File: src/rtl/pixel_write_sink_pkg.sv
// Shared constants, the pixel record and address helpers for the pixel write sink.
// Contents:
//   SCREEN_W/SCREEN_H  visible framebuffer geometry
//   FB_ADDR_W          framebuffer address width
//   COLOUR_W           bits of colour per pixel
//   FB_LAST_ADDR       linear address of the bottom-right pixel
//   pixel_t            {x, y, colour} record held in the input FIFO
package pixel_write_sink_pkg;

    localparam int unsigned SCREEN_W   = 320;
    localparam int unsigned SCREEN_H   = 240;
    localparam int unsigned FIFO_DEPTH = 4;
    localparam int unsigned FB_ADDR_W  = 17;
    localparam int unsigned COLOUR_W   = 3;
    localparam int unsigned X_W        = 9;
    localparam int unsigned Y_W        = 8;
    localparam int unsigned PIXEL_W    = X_W + Y_W + COLOUR_W;

    localparam logic [FB_ADDR_W-1:0] FB_LAST_ADDR = 17'd76799;
    localparam logic [X_W-1:0]       X_LIMIT      = X_W'(SCREEN_W);
    localparam logic [Y_W-1:0]       Y_LIMIT      = Y_W'(SCREEN_H);

    typedef struct packed {
        logic [X_W-1:0]      x;
        logic [Y_W-1:0]      y;
        logic [COLOUR_W-1:0] colour;
    } pixel_t;

    function automatic logic pixel_in_range(input pixel_t p);
        return (p.x < X_LIMIT) && (p.y < Y_LIMIT);
    endfunction

    // y*320 + x as (y<<8) + (y<<6) + x; every term is zero-extended to 17 bits.
    function automatic logic [FB_ADDR_W-1:0] pixel_addr(input pixel_t p);
        return {1'b0, p.y, 8'b0} + {3'b0, p.y, 6'b0} + {8'b0, p.x};
    endfunction

endpackage

File: src/rtl/pixel_write_sink_fifo.sv
// Synchronous FIFO buffering incoming pixels ahead of the framebuffer output stage.
// Ports:
//   CLOCK_50  clock (rising edge)
//   reset     synchronous active-low reset; empties the FIFO
//   push      write wdata this edge (ignored when full)
//   wdata     entry to store
//   pop       remove the head entry this edge (ignored when empty)
//   rdata     head entry (valid when not empty)
//   full      count == Depth
//   empty     count == 0
//   count     number of stored entries, 0..Depth
module pixel_fifo #(
    parameter int unsigned Width = 20,
    parameter int unsigned Depth = 4,
    localparam int unsigned PtrW = (Depth > 1) ? $clog2(Depth) : 1,
    localparam int unsigned CntW = $clog2(Depth + 1)
) (
    input  logic             CLOCK_50,
    input  logic             reset,
    input  logic             push,
    input  logic [Width-1:0] wdata,
    input  logic             pop,
    output logic [Width-1:0] rdata,
    output logic             full,
    output logic             empty,
    output logic [CntW-1:0]  count
);

    logic [Width-1:0] mem_q [Depth];
    logic [PtrW-1:0]  wr_ptr_q;
    logic [PtrW-1:0]  rd_ptr_q;
    logic [CntW-1:0]  count_q;
    logic             push_ok;
    logic             pop_ok;

    always_comb begin
        full    = (count_q == CntW'(Depth));
        empty   = (count_q == '0);
        push_ok = push && !full;
        pop_ok  = pop && !empty;
        rdata   = mem_q[rd_ptr_q];
        count   = count_q;
    end

    // Pointers wrap naturally because Depth is a power of two.
    always_ff @(posedge CLOCK_50) begin
        if (!reset) begin
            wr_ptr_q <= '0;
            rd_ptr_q <= '0;
            count_q  <= '0;
        end else begin
            if (push_ok) wr_ptr_q <= wr_ptr_q + 1'b1;
            if (pop_ok)  rd_ptr_q <= rd_ptr_q + 1'b1;
            count_q <= count_q + CntW'(push_ok) - CntW'(pop_ok);
        end
    end

    always_ff @(posedge CLOCK_50) begin
        if (push_ok) mem_q[wr_ptr_q] <= wdata;
    end

endmodule

File: src/rtl/pixel_write_sink.sv
// Pixel write sink: accepts (x, y, colour) plots, buffers them, range-checks each one,
// converts it to a linear 320x240 framebuffer address and issues one registered write
// per framebuffer handshake. Counts written and dropped pixels and pulses frame_done
// after the last screen address is written.
// Ports:
//   CLOCK_50, reset   clock and synchronous active-low reset
//   clear             zero pix_count/drop_count (FIFO and output stage untouched)
//   plot, x, y, colour, in_ready   drawer-side handshake and pixel
//   fb_we, fb_addr, fb_data, fb_ready   framebuffer write port
//   pix_count, drop_count, frame_done   status towards the game controller
module pixel_write_sink
    import pixel_write_sink_pkg::*;
(
    input  logic                 CLOCK_50,
    input  logic                 reset,
    input  logic                 clear,
    input  logic                 plot,
    input  logic [X_W-1:0]       x,
    input  logic [Y_W-1:0]       y,
    input  logic [COLOUR_W-1:0]  colour,
    output logic                 in_ready,
    output logic                 fb_we,
    output logic [FB_ADDR_W-1:0] fb_addr,
    output logic [COLOUR_W-1:0]  fb_data,
    input  logic                 fb_ready,
    output logic [16:0]          pix_count,
    output logic [7:0]           drop_count,
    output logic                 frame_done
);

    localparam int unsigned CntW = $clog2(FIFO_DEPTH + 1);

    pixel_t          wr_pixel;
    pixel_t          head;
    logic            fifo_full;
    logic            fifo_empty;
    logic [CntW-1:0] fifo_count;
    logic            push;
    logic            pop;
    logic            stage_free;
    logic            write_done;
    logic            head_ok;

    always_comb begin
        wr_pixel   = '{x: x, y: y, colour: colour};
        // in_ready depends only on registered FIFO state, so a same-edge pop never frees a slot.
        in_ready   = (fifo_count != CntW'(FIFO_DEPTH));
        push       = plot && !fifo_full;
        stage_free = !fb_we || fb_ready;
        pop        = !fifo_empty && stage_free;
        write_done = fb_we && fb_ready;
        head_ok    = pixel_in_range(head);
    end

    pixel_fifo #(
        .Width (PIXEL_W),
        .Depth (FIFO_DEPTH)
    ) u_fifo (
        .CLOCK_50 (CLOCK_50),
        .reset    (reset),
        .push     (push),
        .wdata    (wr_pixel),
        .pop      (pop),
        .rdata    (head),
        .full     (fifo_full),
        .empty    (fifo_empty),
        .count    (fifo_count)
    );

    always_ff @(posedge CLOCK_50) begin
        if (!reset) begin
            fb_we      <= 1'b0;
            fb_addr    <= '0;
            fb_data    <= '0;
            pix_count  <= '0;
            drop_count <= '0;
            frame_done <= 1'b0;
        end else begin
            // A free stage either takes an in-range head or goes idle.
            if (stage_free) begin
                fb_we <= pop && head_ok;
                if (pop && head_ok) begin
                    fb_addr <= pixel_addr(head);
                    fb_data <= head.colour;
                end
            end

            frame_done <= write_done && (fb_addr == FB_LAST_ADDR);

            if (clear) begin
                pix_count  <= '0;
                drop_count <= '0;
            end else begin
                if (write_done && (pix_count != '1)) pix_count <= pix_count + 1'b1;
                if (pop && !head_ok && (drop_count != '1)) drop_count <= drop_count + 1'b1;
            end
        end
    end

endmodule

File: config.mk
export PLATFORM = sky130hd
export DESIGN_NAME = pixel_write_sink
export DESIGN_NICKNAME = d
export VERILOG_FILES = /design/src/rtl/pixel_write_sink_pkg.sv /design/src/rtl/pixel_write_sink_fifo.sv /design/src/rtl/pixel_write_sink.sv
export SDC_FILE = /design/constraint.sdc
export NUM_CORES = 1
export LEC_CHECK = 0
export ABC_CLOCK_PERIOD_IN_PS = 6600
export CAP_MARGIN = 5
export CORE_AREA = 5 5 110 112
export CTS_CLUSTER_DIAMETER = 30
export CTS_CLUSTER_SIZE = 12
export DETAILED_ROUTE_END_ITERATION = 10
export DIE_AREA = 0 0 115 117
export PLACE_DENSITY = 0.82
export SLEW_MARGIN = 15
export SYNTH_ARGS = -nofsm -noshare
export SYNTH_HDL_FRONTEND = slang
export SYNTH_SLANG_ARGS = --single-unit
File: constraint.sdc
create_clock -name CLOCK_50 -period 6.6 [get_ports CLOCK_50]
set_input_delay 0.99 -clock CLOCK_50 [delete_from_list [all_inputs] [get_ports CLOCK_50]]
set_output_delay 0.99 -clock CLOCK_50 [all_outputs]
set_load 0.01 [all_outputs]
# Word level (Yosys, flattened, before mapping)
# Memory sizes are Yosys's and may differ from the RTL's. A register that Yosys moved wholly into a read port is not among the register bits.
# Cells that the tools add are included.
[word_totals]
reg_bits = 54
ram_bits = 80
wordCells = 49
n_memories = 1
[classes]
add_sub_neg = 8
magnitude_cmp = 2
n_eq_ne = 5
muxes = 4
n_bitwise = 1
n_reduce_logical = 19
[memory_table]
columns = ["name", "words", "word_bits", "rd", "rd_ports_with_merged_regs", "wr", "line", "rtl"]
rows = [
  ["u_fifo.mem_q", 4, 20, 1, 1, 1, "pixel_write_sink_fifo.sv:29", "logic [Width-1:0] mem_q [Depth];"],
]
[op_table]
columns = ["cell", "count"]
rows = [
  ["adder 16 x 14 -> 17 bit", 1],
  ["adder 17 x 1 -> 17 bit (second input constant)", 1],
  ["adder 17 x 9 -> 17 bit", 1],
  ["equality test 17 bit (second input constant)", 1],
  ["inequality test 17 bit (second input constant)", 1],
  ["logical AND 1 bit", 11],
  ["< comparator 9 bit (second input constant)", 1],
  ["adder 8 x 1 -> 8 bit (second input constant)", 1],
  ["< comparator 8 bit (second input constant)", 1],
  ["inequality test 8 bit (second input constant)", 1],
  ["adder 2 x 1 -> 2 bit (second input constant)", 2],
  ["logical NOT 1 bit", 4],
  ["two-way mux 2 bit", 2],
  ["adder 3 x 1 -> 3 bit", 1],
  ["equality test 3 bit (second input constant)", 1],
  ["logical NOT 3 bit", 1],
  ["inequality test 3 bit (second input constant)", 1],
  ["subtractor 3 x 1 -> 3 bit", 1],
  ["two-way mux 1 bit", 2],
  ["AND reduction 2 bit", 1],
  ["OR reduction 2 bit", 1],
  ["logical OR 1 bit", 1],
  ["NOT 1 bit", 1],
]

# Longest topological paths before layout
# Gate-level depths: netlist of run 1.
[logic_depth]
depth_word = 6
depth_mapped = 12

# Hierarchy
# A second synthesis of run 1 with hierarchy kept.
[unflattened]
hier_cells = 462
hier_area_um2 = 5936.9
[modules_own_cells]
columns = ["mod", "instances", "cells_per_inst", "area_per_inst_um2"]
rows = [
  ["pixel_fifo", 1, 155, 3377.0],
  ["pixel_write_sink", 1, 307, 2560.0],
]

# Least setup slack after synthesis of run 1
# No wires, ideal clock.
[synth_path]
path_type = "register to register"
from = "register with a tool-made name"
to = "register fb_addr[13]"
setup_time_ns = 0.121
t_arrival_ns = 3.047
t_required_ns = 6.479
slack_ns = 3.432
stages_incl_launch_ff = 12
path_buffers = 2
synth_period_minus_slack_ns = 3.168
path_cell_list = "dfxtp_1 -> buf_6 -> buf_2 -> mux4_2 -> ha_1 -> ha_1 -> fa_1 -> a211oi_1 -> o21bai_1 -> a21oi_1 -> xor2_1 -> o31ai_1"
[synth_rtl]
columns = ["element", "line", "rtl"]
rows = [
  ["to (signal assigned)", "pixel_write_sink.sv:83", "fb_addr <= pixel_addr(head);"],
  ["to (decl)", "pixel_write_sink.sv:23", "output logic [FB_ADDR_W-1:0] fb_addr,"],
]

==> metrics.txt, run 1 <==
core area ~11,000 um^2; largest net degree at the start of global routing 37; part of the Yosys area used for sequential elements 60.2%; worst skew pair latency 0.41 ns; top_reg_cell synth edfxtp_1; P_leak between 2 and 3 nW; H-tree depth 4; Slew @ Worst Pin 1.10 ns; Yosys warnings 0; relative slew slack 26.5%; Worst path slowest cell mux4_1; Final Hold Fails 0; Ant. Diodes 0; RSZ-0062 raised after global routing false; chip width about 120 um; share of power burned in registers 33.6%; GP Congestion roughly 0.85; Detailed Route WL between 10 and 15 mm; CP endpoint kind register; overall routing resource usage just under 20%; main combinational cell family by area after synthesis simple AND/OR/NAND/NOR gates; Initial DRC Count 382; final setup fails 0; antenna-violating nets left 0; Internal 2.22 mW; first-pass GRT wire length 19.7 mm; nets@finish 569; largest delay contributor family on the critical path adder cells; CP max FO 17; CTS Buffer Depth 2; ys async rst share 0%; required time of the critical path 6.90 ns; Post-synth EDFFs 80; Clock Root Buffer clkbuf_16; Clk pin slew, worst setup/hold paths 0.06 ns; Vias just under 4,000; row count 39; via density per instance approximately 5.8; Final WS setup 2.98 ns; TritonCTS clock tree yes; CTS-repair resized insts 0; die area 13,500 um^2; final setup TNS 0 ns; multiplexer area fraction after synthesis between 8 and 9%; max capacitance violation total 0; Avg Cell Area, Syn roughly 13 um^2; min cycle time layout 3.62 ns; Post-Syn Area 5850 um^2; worst-case clock skew slightly above 0.007 ns; DRC errors left 0; Port Buffers 72; Hold Path Class reg -> reg; Post-Synth Simple-Gate Area 12.6%; grt ovf 0; Buf/Inv on CP 1; clk sinks 136; # hold bufs at CTS 0; Synthesized Nets ~500; Critical Path, Cell by Cell buf_4, mux4_1, ha_1, ha_1, fa_1, a211oi_1, o21bai_1, a21oi_1, xor2_1, o31ai_1; Num CTS Buffers 17; Critical Path Start Type register; Synth Area in XOR/XNOR 3.89%; initial core utilization 52.6%; Sw Pwr 1.15 mW; slowest stage delay, CP 0.68 ns; Adder-Cell Fraction of Synth Area 6.16%; Place WS around 2.5 ns; Synth Area in Compound Gates around 6.5%; power share of the clock group 29.2%; pins over their slew limit 0; Tcrit/Tclk final 54.8%; mean routed wirelength per cell 18.6 um; initial antenna violation count 0; Syn Inst Count around 440; Fmax achieved about 0.28 GHz; layout cells sized above 1 a little over a tenth; Post CTS Setup Buffer Count 0; maximum VDD drop 0.264 mV; critical path's most frequent cell ha_1; I/O pin total 73; Critical Path AT between 3 and 4 ns; Comb power frac 37.2%; post-DP HPWL 8.29 mm; vias in the first global route approximately 3,900; Die Ht 117 um; Power Dens Cells 462 nW/um^2; Pre-Repair DR Iteration Count 5; post-synth cell types 52; P&R area growth vs syn 24.7%; critical path class reg -> reg; status complete, no violations; sw frac 34.0%; synthesized flop and latch total roughly 140
final cells by class:
cell class                      instances  area [um^2]
Multi-Input combinational cell        274         2190
Clock inverter                         13          178
Tap cell                              143          179
Fill cell                             818         3820
Timing Repair Buffer                   74          736
Sequential cell                       136         3520
Inverter                               14         52.6
Clock buffer                           19          443
routing by layer:
layer	part of all wire, %	vias to the layer above	GRT usage [%]
li1	-	1822	-
met1	40	1913	22.5
met2	52	134	34.7
met3	7.0	15	5.76
met4	1.2	0	5.32
met5	0	-	0
state kept, by name, indices dropped and copies added, names as in the netlist, named ones only:
name             cells
fb_data              3
fb_addr             17
u_fifo.mem_q        80
fb_we                1
u_fifo.count         3
drop_count           8
pix_count           17
frame_done           1
u_fifo.wr_ptr_q      2
u_fifo.rd_ptr_q      2
layout by cell type (no fill, tap or decap), types with 10 or more instances in the layout:
| cell type | n |
|---|---|
| clkbuf_16 | 17 |
| nand3_1 | 26 |
| nand4_1 | 10 |
| mux4_2 | 15 |
| ha_1 | 24 |
| o21ai_0 | 18 |
| xnor2_1 | 12 |
| clkdlybuf4s50_1 | 72 |
| nand2_1 | 30 |
| xor2_1 | 14 |
| nor2_1 | 33 |
| dfxtp_1 | 56 |
| a21oi_1 | 16 |
| inv_1 | 12 |
| edfxtp_1 | 80 |
tightest hold or removal path, delay by kind of cell (launching register included):
kind	cells	cell delay [ns]
AOI/OAI and AO/OA	1	0.06
DFF	1	0.31
and+or+nand+nor	1	0.06
cell families after synthesis:
logic type	after synthesis
xor gates and xnor gates	26
buffers and inverters	31
AOI/OAI and AO/OA	59
muxes	21
and+or+nand+nor	141
DFF	136
adders and majority gates	27
path summary, 6_finish.rpt:
kind / start / cells after the start / end / slack, ns
setup reg to reg: register / 10 / fb_addr[13] / 2.98
hold reg to reg: fb_data[0] / 2 / fb_data[0] / 0.48
setup / recovery: register / 10 / fb_addr[13] / 2.98
hold / removal: fb_data[0] / 2 / fb_data[0] / 0.48
power by group through the flow:
stage                     Clock (mW)  Sequential (mW)  Combinational (mW)
after global routing            1.03             1.15                1.38
after global placement             0             1.14                1.16
after floorplan                    0             1.12               0.903
after detailed placement           0             1.15                1.22
after CTS                      0.993             1.13                1.25
final                          0.983             1.13                1.26
synth_stat cells (5+ instances only):
library cell  count  area share [%]
a21oi_1          16             1.4
and3_1            9            0.96
buf_2             5            0.43
clkbuf_1          7            0.45
dfxtp_1          56              19
edfxtp_1         80              41
ha_1             24             5.1
inv_1            12            0.77
mux4_1            5             2.2
mux4_2           15             5.8
nand2_1          30             1.9
nand3_1          26             2.2
nand4_1          10             1.1
nor2_1           33             2.1
nor4_1            5            0.53
o21ai_0          18             1.5
o31ai_1           8             1.0
xnor2_1          12             1.8
xor2_1           14             2.1
per-stage QoR:
step / power (mW) / hold WS, ns / cells / instance area [um^2] / util [%]
finish: 3.37 / 0.480 / 673 / 7300 / 65.6
global route: 3.56 / 0.505 / 673 / 7300 / 65.6
CTS: 3.37 / 0.486 / 673 / 7300 / 65.6
detailed placement: 2.37 / 0.478 / 641 / 6680 / 60.0
global placement: 2.30 / 0.467 / 641 / 6680 / 60.0
floorplan: 2.02 / 0.485 / 441 / 5850 / -
Power figures use the tool's default switching activity.
==> run 2: changes to the inputs <==
- ABC_CLOCK_PERIOD_IN_PS: 6600 -> 3400
- clock period: 6.6 -> 3.4 ns (I/O delays scaled with it)
==> run 2 against run 1 <==
  * Sequential cell count did not move
  * Via count rose by 1.1%
  * Critical path depth fell by 1
==> metrics.txt, run 2 (synthesis gave the netlist of run 1 again) <==
status complete, no violations; worst skew pair latency roughly 0.41 ns; overall routing resource usage slightly below 20%; largest net degree at the start of global routing 37; Power Dens Cells ~890 nW/um^2; final setup TNS 0 ns; min cycle time layout 3.09 ns; # hold bufs at CTS 0; mean routed wirelength per cell approximately 19 um; nets@finish 580; most common cell after layout, fill and taps aside edfxtp_1; critical path class reg -> reg; CP max FO 5; Detailed Route WL 12.7 mm; hold path depth 2; H-tree depth 4; layout cells sized above 1 around 12%; die area approximately 13,000 um^2; R2R Setup Slk 0.31 ns; Worst R2R Path Depth 9; relative slew slack 56.9%; Largest register FFs 80; maximum VDD drop 0.571 mV; Critical Path AT 3.39 ns; P&R area growth vs syn 25.5%; biggest regs u_fifo.mem_q (80), fb_addr (17), pix_count (17); Post CTS Setup Buffer Count 0; worst-case clock skew between 0.009 and 0.01 ns; worst hold path endpoint fb_addr[11]; DP Cell Count 652; post-DP HPWL 8.40 mm; P_leak 2.61 nW; reg2reg end fb_addr[14]; row count 39; Num CTS Buffers 17; pins over their slew limit 0; Initial DRC Count 403; vias in the first global route 3,957; CTS Buffer Depth 2; Tcrit/Tclk final 91.0%; final setup fails 0; Vias just under 4,000; GP Congestion 0.841; RSZ-0062 raised after global routing false; TritonCTS clock tree yes; I/O pin total 73; chip width 115 um; Critical Path Start Type register; Slew @ Worst Pin 0.641 ns; first-pass GRT wire length 20.2 mm; Clock Root Buffer clkbuf_16; Final Hold Fails 0; grt ovf 0; initial antenna violation count 0; total chip power ~6.5 mW; Most flops, register u_fifo.mem_q; Clk pin slew, worst setup/hold paths 0.06 ns; DRC errors left 0; Die Ht 117 um; via density per instance between 5 and 6; CP endpoint kind register; antenna-violating nets left 0; required time of the critical path 3.70 ns; initial core utilization 52.6%; Port Buffers 72; Worst Hold Launch fb_addr[11]; fin cells 683; max capacitance violation total 0; Pre-Repair DR Iteration Count 5; commonest non-fill, non-tap cells in the layout 80 x edfxtp_1, 72 x clkdlybuf4s50_1, 56 x dfxtp_1; clk sinks roughly 140; core area 11,100 um^2; Fmax achieved 0.323 GHz; Hold Path Class reg -> reg; Layout Utilization 66.1%; Ant. Diodes 0
run 2: layer usage:
metal,up-vias,global-route usage [%],wire [um]
li1,1838,-,-
met1,1897,24.3,5160
met2,178,33.7,6350
met3,15,6.07,1020
met4,0,5.16,157
met5,-,0,0
run 2: cell type report:
| type | instances | area [um^2] |
|---|---|---|
| Fill cell | 788 | 3780 |
| Sequential cell | 136 | 3520 |
| Multi-Input combinational cell | 274 | 2200 |
| Timing Repair Buffer | 85 | 822 |
| Clock buffer | 18 | 429 |
| Tap cell | 143 | 179 |
| Clock inverter | 13 | 146 |
| Inverter | 14 | 52.6 |
run 2: timing repair:
action                     4_1_cts  5_1_grt
setup endpoints to repair        0        3
hold endpoints to repair         0        0
gates resized for setup          0        3
run 2: worst max-delay path, stage by stage (launching register included):
cell     delay (ns)
dfxtp_1        0.45
buf_4          0.22
mux4_2         0.60
ha_1           0.34
ha_1           0.38
a21o_1         0.25
a22oi_1        0.23
a21oi_1        0.11
xnor2_1        0.14
o41ai_1        0.25
run 2: through the flow:
step	cell area [um^2]	worst slack [ns]	hold slack, ns
floorplan	5850	0.232	0.485
global placement	6760	0.373	0.468
CTS	7330	0.193	0.491
finish	7350	0.305	0.492
detailed placement	6760	0.244	0.479
global route	7350	0.0186	0.516
run 2: power breakdown:
group          total, mW  switching [mW]  leakage, nW  internal [mW]
Sequential          2.17           0.165         1.19           2.00
Clock               1.79           0.704        0.278           1.08
Combinational       2.57            1.43         1.14           1.14
run 2: how the worst max path moves through the flow:
stage                  start     endpoint  slack (ns)  depth (start not counted)
global placement    register  fb_addr[16]        0.37                         11
global route        register  fb_addr[14]        0.02                         11
floorplan           register  fb_addr[13]        0.23                         11
CTS                 register  fb_addr[13]        0.19                         10
detailed placement  register  fb_addr[13]        0.24                         10
finish              register  fb_addr[14]        0.31                          9
==> run 3: changes to the inputs <==
- GPL_ROUTABILITY_DRIVEN: not set -> 0
- SETUP_SLACK_MARGIN: not set -> 0.02
==> run 3 against run 2 <==
  * Clock power hardly changed
  * Combinational power hardly changed
  * Sequential share of layout area hardly changed
  * Core utilization hardly changed
  * Register-to-register slack worse by 0.04 ns
  * Via count is 0.20% higher
  * Count of clock-buffer cells in the layout stayed put
  * Critical path depth is 1 higher
  * Clock skew is 0.00093 ns lower
  * Non-clock buffer count stayed put
  * Sequential cell count stayed put
  * Worst hold slack worse by 0.0013 ns
  * Highest routed layer unchanged
==> metrics.txt, run 3 (synthesis gave the netlist of run 1 again) <==
status complete, no violations; Ant. Diodes 0; Fmax achieved between 0.3 and 0.4 GHz; post-DP HPWL ~8.4 mm; Clock Root Buffer clkbuf_16; final setup fails 0; most common cell after layout, fill and taps aside edfxtp_1; clk sinks 136; Power Dens Cells 888 nW/um^2; total chip power 6.53 mW; Placed Area 6760 um^2; Largest register FFs 80; Port Buffers 72; CTS Buffer Depth 2; register area 3520 um^2; Num CTS Buffers 17; first-pass GRT wire length between 20 and 25 mm; Detailed Route WL ~13 mm; slowest stage delay, CP 0.57 ns; fin cells slightly below 700; fillers 786; Clk pin slew, worst setup/hold paths 0.06 ns; TritonCTS clock tree yes; DRC errors left 0; biggest regs u_fifo.mem_q (80), fb_addr (17), pix_count (17); hold path depth 2; initial core utilization 52.6%; Pre-Repair DR Iteration Count 5; Fin Hold WS slightly below 0.5 ns; maximum VDD drop between 0.5 and 0.6 mV; Worst Hold Launch fb_addr[11]; largest net degree at the start of global routing 37; area occupied by multi-input gates 2200 um^2; row count 39; CP endpoint kind register; I/O pin total 73; grt ovf 0; commonest non-fill, non-tap cells in the layout 80 x edfxtp_1, 72 x clkdlybuf4s50_1, 55 x dfxtp_1; H-tree depth 4; Vias 3,936; P&R area growth vs syn 25.6%; Slew @ Worst Pin 0.648 ns; nets@finish 580; Post CTS Setup Buffer Count 0; critical path's most frequent cell ha_1; layout cells sized above 1 12.6%; Die Ht 117 um; worst-case clock skew 0.00886 ns; worst skew pair latency 0.41 ns; relative slew slack between 50 and 60%; Post-Layout Inst Area approximately 7400 um^2; mean routed wirelength per cell 18.7 um; vias in the first global route 3,957; critical path class reg -> reg; Hold Path Class reg -> reg; overall routing resource usage between 10% and 20%; die area 13,500 um^2; core area around 11,000 um^2; antenna-violating nets left 0; Critical Path, Cell by Cell buf_4, mux4_1, ha_1, ha_1, fa_1, a211oi_2, o21bai_1, a21oi_1, xor2_1, o31ai_1; Most flops, register u_fifo.mem_q; final setup TNS 0 ns; via density per instance 5.76; RSZ-0062 raised after global routing false; Worst path slowest cell dfxtp_1; CP max FO 9; Tcrit/Tclk final 92.1%; pins over their slew limit 0; Final Hold Fails 0; Critical Path AT ~3.4 ns; DP Cell Count 652; min cycle time layout 3.13 ns; Critical Path Start Type register; P_leak 2.61 nW; required time of the critical path approximately 3.7 ns; initial antenna violation count 0; Worst R2R Path Depth 10; Initial DRC Count a little over 400; chip width about 120 um; max capacitance violation total 0
-- run 3: cell count changes in the layout (fill, tap and decap cells not counted) --
cell / previous run / this run
dfxtp_2: 0 / 1
dfxtp_1: 56 / 55
-- run 3: path summary, 6_finish.rpt --
path | endpoint | slack, ns
max | fb_addr[13] | 0.27
min | fb_addr[11] | 0.49
max reg2reg | fb_addr[13] | 0.27
min reg2reg | fb_addr[11] | 0.49
-- run 3: worst max-delay path: cells and delay by family (launching register included) --
kind,cells,cell delay [ns]
mux,1,0.36
fa+ha+maj,3,1.00
buf+inv,1,0.23
xor+xnor,1,0.09
flops,1,0.57
compound gates,4,0.79
-- run 3: power by group --
| part | switching (mW) | leakage [nW] | internal (mW) | total [mW] |
|---|---|---|---|---|
| clock | 0.701 | 0.278 | 1.08 | 1.78 |
| sequential | 0.166 | 1.19 | 2.00 | 2.17 |
| combinational | 1.43 | 1.14 | 1.14 | 2.57 |
| total | 2.30 | 2.61 | 4.23 | 6.53 |
-- run 3: what timing repair did --
item / CTS / global route
gates resized for setup: 0 / 4
hold buffers: 0 / 0
endpoints found under the hold margin: 0 / 0
setup endpoints to repair: 0 / 3
-- run 3: area by class of cell --
type / count / share of cell area, %
clock buffer: 18 / 5.84
timing repair buffer: 85 / 11.2
clock inverter: 13 / 1.99
tap: 143 / 2.43
sequential: 136 / 47.9
inverter: 14 / 0.715
multi-input combinational: 274 / 29.9
-- run 3: metrics by stage --
stage               utilization (%)  worst slack, ns
floorplan                         -            0.232
global placement               60.8            0.373
detailed placement             60.8            0.244
CTS                            65.9            0.193
global route                   66.1            0.103
finish                         66.1            0.267
-- run 3: layer usage --
layer	GRT usage, %	up-vias	share of wire [%]
li1	-	1835	-
met3	6.07	11	7.1
met1	24.3	1929	42
met5	0	-	0
met4	5.16	0	0.84
met2	33.7	161	51
